$ cat src/rtl/display_pkg.sv
// Shared types and helpers for the seven-segment display path.
// Helpers work on fixed maximum widths so any parametrisation can call them.
package display_pkg;

   localparam int unsigned NIBBLE_W   = 4;
   localparam int unsigned MAX_DIGITS = 32;
   localparam int unsigned MAX_NIB_W  = 32;
   localparam int unsigned MAX_DATA_W = 256;

   function automatic logic [MAX_DIGITS-1:0] onehot(input int unsigned idx);
      return MAX_DIGITS'(1) << idx;
   endfunction

   // Nibble idx of a packed word, zero-extended to MAX_NIB_W bits.
   function automatic logic [MAX_NIB_W-1:0] digit_slice(input logic [MAX_DATA_W-1:0] data,
                                                        input int unsigned idx,
                                                        input int unsigned width);
      logic [MAX_DATA_W-1:0] shifted;
      shifted = data >> (idx * width);
      return shifted[MAX_NIB_W-1:0] & ((MAX_NIB_W'(1) << width) - MAX_NIB_W'(1));
   endfunction

endpackage

$ cat src/rtl/scan_prescaler.sv
// Free-running prescaler: tick is high for one cycle out of every PRESCALE.
module scan_prescaler #(
   parameter int unsigned PRESCALE = 65536
) (
   input  logic clk,
   input  logic rst_n,
   output logic tick
);

   localparam int unsigned CntW = (PRESCALE > 1) ? $clog2(PRESCALE) : 1;

   logic [CntW-1:0] pcnt_q, pcnt_d;

   assign tick = (pcnt_q == CntW'(PRESCALE - 1));

   always_comb begin
      pcnt_d = tick ? '0 : pcnt_q + CntW'(1);
   end

   always_ff @(posedge clk or negedge rst_n) begin
      if (!rst_n) begin
         pcnt_q <= '0;
      end else begin
         pcnt_q <= pcnt_d;
      end
   end

endmodule

$ cat src/rtl/digit_scan_mux.sv
// Self-scanning digit multiplexer: latches data_in once per frame and steps a
// one-hot select and nibble through the digits with enable and leading-zero blanking.
module digit_scan_mux #(
   parameter int unsigned NUM_DIGITS = 4,
   parameter int unsigned NIBBLE_W   = display_pkg::NIBBLE_W,
   parameter int unsigned PRESCALE   = 65536
) (
   input  logic                            clk,
   input  logic                            rst_n,
   input  logic [NUM_DIGITS*NIBBLE_W-1:0]  data_in,
   input  logic [NUM_DIGITS-1:0]           dig_en,
   input  logic                            lzb_en,
   output logic [NUM_DIGITS-1:0]           sel,
   output logic [NIBBLE_W-1:0]             H,
   output logic                            blank,
   output logic [$clog2(NUM_DIGITS)-1:0]   digit_idx,
   output logic                            frame_start
);

   import display_pkg::*;

   localparam int unsigned IdxW  = $clog2(NUM_DIGITS);
   localparam int unsigned DataW = NUM_DIGITS * NIBBLE_W;

   logic                  tick;
   logic                  wrap;
   logic [IdxW-1:0]       idx_q, idx_next;
   logic [DataW-1:0]      shadow_q, shadow_next;
   logic [MAX_DATA_W-1:0] shadow_ext;
   logic                  upper_zero;
   logic                  blank_next;
   logic [NIBBLE_W-1:0]   nib_next;
   logic [NUM_DIGITS-1:0] sel_q;
   logic [NIBBLE_W-1:0]   h_q;
   logic                  blank_q;
   logic                  fs_q;

   scan_prescaler #(
      .PRESCALE(PRESCALE)
   ) u_prescaler (
      .clk  (clk),
      .rst_n(rst_n),
      .tick (tick)
   );

   // Everything is evaluated for the digit about to be shown; on the wrap edge
   // the shadow is being reloaded, so the fresh data_in is used directly.
   always_comb begin
      wrap        = tick && (idx_q == IdxW'(NUM_DIGITS - 1));
      idx_next    = wrap ? '0 : idx_q + IdxW'(1);
      shadow_next = wrap ? data_in : shadow_q;
      shadow_ext  = MAX_DATA_W'(shadow_next);

      upper_zero = 1'b1;
      for (int i = 0; i < NUM_DIGITS; i++) begin
         if ((IdxW'(i) >= idx_next) && (digit_slice(shadow_ext, i, NIBBLE_W) != '0)) begin
            upper_zero = 1'b0;
         end
      end

      nib_next   = NIBBLE_W'(digit_slice(shadow_ext, 32'(idx_next), NIBBLE_W));
      blank_next = !dig_en[idx_next] || (lzb_en && (idx_next != '0) && upper_zero);
   end

   always_ff @(posedge clk or negedge rst_n) begin
      if (!rst_n) begin
         idx_q    <= '0;
         shadow_q <= '0;
         sel_q    <= NUM_DIGITS'(1);
         h_q      <= '0;
         blank_q  <= 1'b0;
         fs_q     <= 1'b0;
      end else begin
         fs_q <= wrap;
         if (tick) begin
            idx_q    <= idx_next;
            shadow_q <= shadow_next;
            blank_q  <= blank_next;
            sel_q    <= blank_next ? '0 : NUM_DIGITS'(onehot(32'(idx_next)));
            h_q      <= blank_next ? '0 : nib_next;
         end
      end
   end

   assign sel         = sel_q;
   assign H           = h_q;
   assign blank       = blank_q;
   assign digit_idx   = idx_q;
   assign frame_start = fs_q;

endmodule

$ cat config.mk
export PLATFORM = sky130hd
export DESIGN_NAME = digit_scan_mux
export DESIGN_NICKNAME = d
export VERILOG_FILES = /design/src/rtl/display_pkg.sv /design/src/rtl/scan_prescaler.sv /design/src/rtl/digit_scan_mux.sv
export SDC_FILE = /design/constraint.sdc
export NUM_CORES = 1
export LEC_CHECK = 0
export ABC_AREA = 0
export BUFFER_PORTS_ARGS = -buffer_cell sky130_fd_sc_hd__buf_2
export CAP_MARGIN = 20
export CELL_PAD_IN_SITES_DETAIL_PLACEMENT = 1
export CELL_PAD_IN_SITES_GLOBAL_PLACEMENT = 1
export CORE_MARGIN = 2
export CORE_UTILIZATION = 43
export CTS_CLUSTER_SIZE = 12
export DETAILED_ROUTE_END_ITERATION = 16
export MAX_ROUTING_LAYER = met4
export PLACE_DENSITY = 0.78
export SLEW_MARGIN = 20
export SYNTH_ARGS = -nofsm -noshare
export SYNTH_HDL_FRONTEND = slang
export SYNTH_HIERARCHICAL = 1
export SYNTH_SLANG_ARGS = --single-unit
$ cat constraint.sdc
create_clock -name clk -period 2.7 [get_ports clk]
set_input_delay 0.27 -clock clk [delete_from_list [all_inputs] [get_ports clk]]
set_output_delay 0.27 -clock clk [all_outputs]
set_load 0.05 [all_outputs]
* Yosys cells after proc, flatten, opt, wreduce, memory -nomap -nowiden
Index checks and enable logic that the tools add are counted. W data, S select, Z words.
Storage, ports and cells: flip-flop bits (word level) 44, output and inout bits 12, logic and storage cells 43
Cells by class: $add $sub $neg 2, $lt $le $gt $ge 5, eq/ne operators 2, shift-type cells 2, multiplexer cells 11, reduce and logical (&&, ||, !) cells 14
Operator list (number):
- $reduce_bool A32 Y1 | 4
- $mux W16 | 2
- $add A16 B1 Y16 const B | 1
- $eq A16 B16 Y1 const B | 1
- $shr A16 B4 Y4 | 1
- $mux W4 | 2
- $logic_and A1 B1 Y1 | 7
- $mux W1 | 5
- $ge A1 B2 Y1 const A | 2
- $ge A2 B2 Y1 const A | 2
- $shl A1 B2 Y4 const A | 1
- $lt A2 B3 Y1 const B | 1
- $add A2 B1 Y2 const B | 1
- $bmux W1 S2 | 1
- $eq A2 B2 Y1 const B | 1
- $mux W2 | 1
- $reduce_bool A2 Y1 | 1
- $logic_not A1 Y1 | 1
- $logic_or A1 B1 Y1 | 1

* Logic depth before layout (Yosys ltp)
Gate-level depths: netlist of the first run.
depth in word-level cells 12, gate-level depth with buffers 10

* Modules after synthesis
Netlist of the first run, hierarchy kept.
Modules (own cells, without submodules):
- digit_scan_mux | times used 1, cells an instance 166, area each 1532.7 um^2, seq. area each 701.9 um^2
- scan_prescaler | times used 1, cells an instance 68, area each 754.5 um^2, seq. area each 400.4 um^2

* Worst setup path after synthesis of the first run
No wires, ideal clock.
kind reg2reg, start register idx_q[0] (netlist: digit_idx[0]), end register sel_q[3] (netlist: sel[3]), library setup time 0.139 ns, arrival 2.315 ns, data required time 2.561 ns, path slack 0.245 ns, cell stages (with the launch flop) 9, buffers on the path 2, cell sequence dfrtp_1 buf_2 inv_1 ha_1 buf_2 mux2i_1 o22ai_4 o311ai_0 o21ai_0
On the way: cells in the longest elaborated chain, start to end 12, elaborated cells on any way between the ends 30, classes of those cells add/sub (1); order compare (4); eq/ne (1); shift (1); mux (9); reduce/logical (14)
RTL lines:
- start, declared | line digit_scan_mux.sv:27 | logic [IdxW-1:0] idx_q, idx_next;
- start signal, assigned | line digit_scan_mux.sv:76 | idx_q <= idx_next;
- branches (longest 2 deep; another with $add A2 B1 Y2)
- $mux W2 * | line digit_scan_mux.sv:50 | idx_next = wrap ? '0 : idx_q + IdxW'(1);
- net idx_next[1] | line digit_scan_mux.sv:27
- $ge A1 B2 Y1 | line digit_scan_mux.sv:56 | if ((IdxW'(i) >= idx_next) && (digit_slice(shadow_ext, i, NIBBLE_W) != '0)) begin
- $logic_and A1 B1 Y1 | line digit_scan_mux.sv:56
- $mux W1 (4 in a row) | line digit_scan_mux.sv:56
- $logic_and A1 B1 Y1 | line digit_scan_mux.sv:62 | blank_next = !dig_en[idx_next] || (lzb_en && (idx_next != '0) && upper_zero);
- $logic_or A1 B1 Y1 | line digit_scan_mux.sv:62
- $mux W4 * | line digit_scan_mux.sv:79 | sel_q <= blank_next ? '0 : NUM_DIGITS'(onehot(32'(idx_next)));
- end signal, assigned | line digit_scan_mux.sv:79
- end, declared | line digit_scan_mux.sv:33 | logic [NUM_DIGITS-1:0] sel_q;
Mark *: on every way through the listed nets, which the timed path passes. The select of a mux whose other input is x is not followed. A chain may end at the register's enable or synchronous reset.

* Final worst setup path of the first run
start register u_prescaler.pcnt_q[2], end register h_q[0] (netlist: H[0])
On the way: cells in the longest elaborated chain, start to end 12, elaborated cells on any way between the ends 29, classes of those cells order compare (4); eq/ne (1); shift (1); mux (9); reduce/logical (14)
RTL lines:
- start, declared | line scan_prescaler.sv:12 | logic [CntW-1:0] pcnt_q, pcnt_d;
- start signal, assigned | line scan_prescaler.sv:24 | pcnt_q <= pcnt_d;
- $eq A16 B16 Y1 * | line scan_prescaler.sv:14 | assign tick = (pcnt_q == CntW'(PRESCALE - 1));
- net tick | line digit_scan_mux.sv:25 | logic tick;
- $logic_and A1 B1 Y1 | line digit_scan_mux.sv:49 | wrap = tick && (idx_q == IdxW'(NUM_DIGITS - 1));
- $mux W16 / $mux W2 (equally long branches) | line digit_scan_mux.sv:51, digit_scan_mux.sv:50
- $reduce_bool A32 Y1 / $ge A1 B2 Y1 (equally long branches) | line digit_scan_mux.sv:56
- $logic_and A1 B1 Y1 | line digit_scan_mux.sv:56
- $mux W1 (4 in a row) | line digit_scan_mux.sv:56
- $logic_and A1 B1 Y1 | line digit_scan_mux.sv:62
- $logic_or A1 B1 Y1 | line digit_scan_mux.sv:62
- $mux W4 | line digit_scan_mux.sv:80 | h_q <= blank_next ? '0 : nib_next;
- end signal, assigned | line digit_scan_mux.sv:80
- end, declared | line digit_scan_mux.sv:34 | logic [NIBBLE_W-1:0] h_q;
Mark *: on every way through the listed nets, which the timed path passes. The rest lies on a longest branch. The select of a mux whose other input is x is not followed.

==> impl_metrics.env, run 1 <==
export IMPL_worstSetupEndpointType="flop"
export IMPL_grt_overflow=0
export IMPL_cts_sinks=44
export IMPL_routed_top_layer="met4"
export IMPL_power_frac_seq_pct=55.7
export IMPL_first_global_vias=1902
export IMPL_antenna_found_initial=0
export IMPL_area_growth_pct=16.14
export IMPL_fin_skew_ns=0.007007
export IMPL_synth_nets=263
export IMPL_multi_input_area_um2=1084
export IMPL_cp_slowest_cell="dfrtp_1"
export IMPL_drt_met1_wl_um=2259
export IMPL_diodes=0
export IMPL_drive_gt1_share_pct=21.17
export IMPL_post_cts_resized=0
export IMPL_hold_slack_ns=0.1199
export IMPL_critPathRequiredTime_ns=2.90
export IMPL_critPathTopFamily="simple AND/OR/NAND/NOR gates"
export IMPL_synth_edf_count=0
export IMPL_drtPass1Iterations=4
export IMPL_final_nets=302
export IMPL_ys_seq_elements=44
export IMPL_cp_num_buf_inv=1
export IMPL_grt_max_degree=45
export IMPL_maxSlewViolCount=0
export IMPL_p_comb_share_pct=3.2
export IMPL_crit_chain="and4_1 -> nand4_4 -> nor3_4 -> buf_4 -> o21ai_0 -> o22ai_4 -> nand2_1 -> o32ai_1"
export IMPL_grt_usage_pct=19.85
export IMPL_tns_ns=0
export IMPL_post_route_period_util_pct=89.31
export IMPL_hp_class="primary input to asynchronous set/reset pin"
export IMPL_dr_total_vias=1782
export IMPL_ant_nets=0
export IMPL_clk_latency_ns=0.29
export IMPL_min_period_ns=2.411
export IMPL_ys_warn_count=6
export IMPL_syn_area_um2=2287
export IMPL_start_util_pct=44.78
export IMPL_p_sw_uw=235.7
export IMPL_cts_tree="yes"
export IMPL_final_hold_violation_count=0
export IMPL_synth_top_cell_area_share_pct=47.05
export IMPL_status="complete, no violations"
export IMPL_final_common_cell="nand2_1"
export IMPL_internal_power_uw=946.4
export IMPL_place_congestion=0.8345
export IMPL_worst_pin_slew_ns=0.9423
export IMPL_chipWidth_um=76.93
export IMPL_power_density_nw_per_um2=445.0
export IMPL_path_class="flop to flop"
export IMPL_die_h_um=76.93
export IMPL_synth_area_leaders="dfrtp_1 (47%), nand2_1 (9.5%), mux2i_1 (5.7%)"
export IMPL_vdd_drop_max_mv=0.2027
export IMPL_rsz0062_at_grt="false"
export IMPL_drcViolationCount=0
export IMPL_wl_per_cell_um=14.73
export IMPL_cp_arrival_ns=2.61
export IMPL_wl_met3_um=142
export IMPL_die_area_um2=5918
export IMPL_grt_first_pass_wirelength_um=9052
export IMPL_path_clk_slew_ns=0.08
export IMPL_synthCells=234
export IMPL_routed_wl_met2_um=2610
export IMPL_final_cell_mix="nand2_1 (58), dfrtp_1 (43), buf_2 (34)"
export IMPL_clk_path_buf_depth=2
export IMPL_ys_types=42
export IMPL_path_max_fanout=15
export IMPL_coreArea_um2=5107
export IMPL_io_buffers=34
export IMPL_timing_fmax_mhz=414.7
export IMPL_dp_hpwl_um=3852
export IMPL_ys_async_sr_fraction_pct=100.0
export IMPL_slowest_delay_ns=0.43
export IMPL_num_rows=26
export IMPL_setup_viol=0
export IMPL_drt_vias_per_instance=5.180
export IMPL_synth_flop_cell="dfrtp_1"
export IMPL_cap_violations=0
export IMPL_p_leak_uw=0.001190
export IMPL_avgSynthCellArea_um2=9.774
export IMPL_seq_area_frac_synth_pct=48.19
export IMPL_yosysTopAreaCell="dfrtp_1"
export IMPL_drt_total_wl_um=5066
export IMPL_power_switching_share_pct=19.94
export IMPL_cts_setup_buffers=0
export IMPL_drt_first_iter_violations=53
export IMPL_hold_buffers=0
export IMPL_clockPowerShare_pct=41.1
export IMPL_nFillCells=614
export IMPL_h_tree_depth=2
export IMPL_ff_latch_area_um2=1102
export IMPL_start_kind="flop"
export IMPL_max_slew_margin_pct=37.18
export IMPL_cts_inserted_buffers=5
export IMPL_ioPinCount=35
export IMPL_clockRootBuffer="clkbuf_8"
cell type report:
type,instances,area share [%]
Multi-Input combinational cell,166,40.79
Sequential cell,44,41.50
Timing Repair Buffer,40,8.102
Clock inverter,2,1.319
Inverter,16,2.261
Tap cell,70,3.297
Clock buffer,6,2.732
registers in the layout, indices dropped and copies added (netlist names):
signal              flops
u_prescaler/pcnt_q     16
sel                     4
H                       4
digit_idx               2
blank                   1
shadow_q               16
frame_start             1
worst register-to-register path, stage by stage, from the launching register on:
cell and delay (ns):
dfrtp_1 0.43, and4_1 0.32, nand4_4 0.18, nor3_4 0.33, buf_4 0.27, o21ai_0 0.20, o22ai_4 0.28, nand2_1 0.11
o32ai_1 0.22
routing by layer:
| layer | up-vias | global-route usage (%) |
|---|---|---|
| li1 | 872 | - |
| met1 | 879 | 24.31 |
| met2 | 25 | 33.51 |
| met3 | 6 | 4.353 |
| met4 | 0 | 4.909 |
| met5 | - | - |
logic make-up after synthesis:
kind of cell | after synthesis | share of synthesized area (%)
and+or+nand+nor | 103 | 22.92
DFF | 44 | 48.19
AOI/OAI and AO/OA | 31 | 10.50
buffers and inverters | 24 | 4.431
xor gates and xnor gates | 13 | 4.978
muxes | 13 | 5.689
adders and majority gates | 6 | 3.282
per-stage QoR:
step | std cells | total power (uW) | setup slack, ns | area, um2 | utilization (%)
2_1_floorplan | 234 | 676.2 | 0.2452 | 2287 | -
3_3_place_gp | 335 | 710.1 | 0.2298 | 2541 | 49.76
3_5_place_dp | 335 | 710.8 | 0.1504 | 2541 | 49.76
4_1_cts | 343 | 1202 | 0.1375 | 2649 | 51.86
5_1_grt | 344 | 1233 | 0.01253 | 2656 | 52.01
6_report | 344 | 1182 | 0.2885 | 2656 | 52.01
power by group through the flow:
stage	registers [uW]	logic, uW	clock network [uW]
detailed placement	671	39.4	0
global route	658	43.8	531
CTS	658	39.6	504
finish	658	38.1	486
floorplan	672	4.55	0
global placement	671	38.6	0
cell usage after synthesis, drive strengths merged (2+ instances only):
library cell  instances
a21oi                 4
a221oi                3
buf                   5
clkbuf                3
dfrtp                43
ha                    6
inv                  16
mux2i                13
nand2                59
nand3                 5
nand4                 6
nor2                 11
nor3                  4
nor3b                 3
nor4                  7
o21ai                11
o22a                  2
o22ai                 4
o32ai                 4
or3                   2
xnor2                 8
xor2                  5
path summary, 6_finish.rpt:
path	startpoint	endpoint	slack, ns	depth (start not counted)
max	u_prescaler/pcnt_q[2]$_DFF_PN0_	H[0]$_DFFE_PN0P_	0.29	8
min	rst_n	digit_idx[1]$_DFFE_PN0P_	0.12	1
max reg2reg	u_prescaler/pcnt_q[2]$_DFF_PN0_	H[0]$_DFFE_PN0P_	0.29	8
min reg2reg	sel[0]$_DFFE_PN1P_	sel[0]$_DFFE_PN1P_	0.47	2
max in group asynchronous	rst_n	shadow_q[10]$_DFFE_PN0P_	1.99	1
min in group clk	data_in[7]	shadow_q[7]$_DFFE_PN0P_	0.19	3
(Power assumes the default switching activity.)
==> run 2: changes to the inputs <==
--- a/config.mk
+++ b/config.mk
@@ -8,10 +8,10 @@
 export ABC_AREA = 0
 export BUFFER_PORTS_ARGS = -buffer_cell sky130_fd_sc_hd__buf_2
 export CAP_MARGIN = 20
-export CELL_PAD_IN_SITES_DETAIL_PLACEMENT = 1
-export CELL_PAD_IN_SITES_GLOBAL_PLACEMENT = 1
+export CELL_PAD_IN_SITES_DETAIL_PLACEMENT = 2
+export CELL_PAD_IN_SITES_GLOBAL_PLACEMENT = 2
 export CORE_MARGIN = 2
-export CORE_UTILIZATION = 43
+export CORE_UTILIZATION = 35
 export CTS_CLUSTER_SIZE = 12
 export DETAILED_ROUTE_END_ITERATION = 16
 export MAX_ROUTING_LAYER = met4
==> impl_metrics.env, run 2 (synthesis gave the netlist of run 1 again) <==
export IMPL_status="complete, no violations"
export IMPL_ioPinCount=35
export IMPL_cap_violations=0
export IMPL_tns_ns=0
export IMPL_final_core_util_pct=42.13
export IMPL_start_util_pct=36.02
export IMPL_final_common_cell="nand2_1"
export IMPL_cts_sinks=44
export IMPL_num_rows=29
export IMPL_final_cells=355
export IMPL_drtPass1Iterations=4
export IMPL_maxSlewViolCount=0
export IMPL_wl_per_cell_um=17.28
export IMPL_ant_nets=0
export IMPL_cts_tree="yes"
export IMPL_worst_hold_startpoint="data_in[13]"
export IMPL_path_clk_slew_ns=0.09
export IMPL_path_class="flop to flop"
export IMPL_slowest_delay_ns=0.45
export IMPL_drcViolationCount=0
export IMPL_rr_worst_depth=8
export IMPL_drt_vias_per_instance=5.203
export IMPL_cp_slowest_cell="dfrtp_1"
export IMPL_clk_latency_ns=0.30
export IMPL_p_leak_uw=0.001195
export IMPL_min_period_ns=2.522
export IMPL_chipWidth_um=84.84
export IMPL_nFillCells=710
export IMPL_vdd_drop_max_mv=0.2030
export IMPL_die_area_um2=7198
export IMPL_dp_hpwl_um=4700
export IMPL_setup_viol=0
export IMPL_p_comb_share_pct=3.7
export IMPL_critPathLaunch="u_prescaler/pcnt_q[8]$_DFF_PN0_"
export IMPL_power_density_nw_per_um2=416.2
export IMPL_grt_overflow=0
export IMPL_placed_area_um2=2572
export IMPL_grt_usage_pct=19.51
export IMPL_regToRegSetupSlack_ns=0.18
export IMPL_drt_first_iter_violations=48
export IMPL_area_growth_pct=16.96
export IMPL_max_slew_margin_pct=64.40
export IMPL_dp_cells=345
export IMPL_reg_top3="shadow_q x16, u_prescaler/pcnt_q x16"
export IMPL_hp_class="primary input to flop"
export IMPL_crit_chain="nand3_2 -> or3_4 -> nor3_4 -> nand2_4 -> mux2i_1 -> a2111oi_4 -> buf_4 -> o32ai_1"
export IMPL_power_switching_share_pct=23.21
export IMPL_internal_power_uw=854.9
export IMPL_clk_path_buf_depth=2
export IMPL_r2r_start="u_prescaler/pcnt_q[8]$_DFF_PN0_"
export IMPL_worst_pin_slew_ns=0.5340
export IMPL_final_cell_mix="nand2_1 (58), dfrtp_1 (43), buf_2 (34)"
export IMPL_h_tree_depth=2
export IMPL_worstSetupEndpointType="flop"
export IMPL_drt_total_wl_um=6133
export IMPL_start_kind="flop"
export IMPL_post_route_period_util_pct=93.40
export IMPL_drive_gt1_share_pct=21.94
export IMPL_grt_first_pass_wirelength_um=10610
export IMPL_grt_max_degree=27
export IMPL_final_cell_area_um2=2675
export IMPL_min_delay_worst_endpoint="shadow_q[13]$_DFFE_PN0P_"
export IMPL_final_nets=306
export IMPL_first_global_vias=2013
export IMPL_cts_inserted_buffers=5
export IMPL_antenna_found_initial=0
export IMPL_p_sw_uw=258.4
export IMPL_reg2reg_to="H[0]$_DFFE_PN0P_"
export IMPL_place_congestion=0.7909
export IMPL_hold_slack_ns=0.1732
export IMPL_timing_fmax_mhz=396.5
export IMPL_critPathRequiredTime_ns=2.88
export IMPL_power_frac_seq_pct=59.1
export IMPL_fin_skew_ns=0.008921
export IMPL_cp_arrival_ns=2.71
export IMPL_die_h_um=84.84
export IMPL_clockRootBuffer="clkbuf_8"
export IMPL_holdPathStages=3
export IMPL_final_hold_violation_count=0
export IMPL_dr_total_vias=1847
export IMPL_path_max_fanout=8
export IMPL_io_buffers=34
export IMPL_clockPowerShare_pct=37.1
export IMPL_coreArea_um2=6350
export IMPL_diodes=0
==> run 2: cell types whose count changed in the layout (fill, tap and decap cells not counted), sizes merged <==
cell and delta:
buf +3, bufinv -1, clkinvlp +1, dlygate4sd3 +1
==> run 2: area by class of cell <==
cell class                 count  area, um2  area share (%)
sequential                    44       1102           41.21
multi-input combinational    166       1084           40.51
timing repair buffer          44      247.7           9.261
clock buffer                   6      72.57           2.713
inverter                      16      60.06           2.245
tap                           77      96.34           3.601
clock inverter                 2      12.51          0.4677
==> run 2: stage by stage <==
step / setup WS, ns / power (uW)
global route: -0.009591 / 1161
CTS: 0.04491 / 1134
finish: 0.1782 / 1113
detailed placement: 0.09707 / 713.5
global placement: 0.2369 / 712.4
floorplan: 0.2452 / 676.2
==> run 2: worst max-delay path by stage <==
stage	to	slack [ns]	cells past startpoint
after floorplan	sel[3]$_DFFE_PN0P_	0.25	8
after global placement	H[3]$_DFFE_PN0P_	0.24	7
after detailed placement	sel[1]$_DFFE_PN0P_	0.1	7
after CTS	sel[1]$_DFFE_PN0P_	0.04	7
after global routing	H[0]$_DFFE_PN0P_	-0.01	8
final	H[0]$_DFFE_PN0P_	0.18	8
==> run 2: metal layers <==
metal	share of wire (%)	vias up	GRT usage, %	wire length, um
li1	-	884	-	-
met1	48	931	25.87	2924
met2	48	26	30.85	2934
met3	2.9	6	2.918	180
met4	1.5	0	6.494	95
met5	0	-	-	0
==> run 2: power by group through the flow <==
| stage | Sequential [uW] | Clock [uW] | Combinational, uW |
|---|---|---|---|
| final | 658 | 413 | 41.5 |
| after floorplan | 672 | 0 | 4.55 |
| after global routing | 658 | 455 | 47.3 |
| after detailed placement | 671 | 0 | 42.0 |
| after CTS | 658 | 433 | 43.3 |
| after global placement | 671 | 0 | 41.0 |
==> run 2: what timing repair did <==
| action | 4_1_cts | 5_1_grt |
|---|---|---|
| endpoints found under the setup margin | 0 | 7 |
| gates resized for setup | 0 | 0 |
| hold buffers | 1 | 0 |
| hold endpoints to repair | 18 | 0 |
| setup buffers | 0 | 1 |
==> run 2: critical path, delay by kind of cell, from the launching register on <==
family / cells / cell delay (ns)
DFF: 1 / 0.45
buffers and inverters: 1 / 0.21
AOI/OAI and AO/OA: 2 / 0.51
muxes: 1 / 0.20
and+or+nand+nor: 4 / 1.04
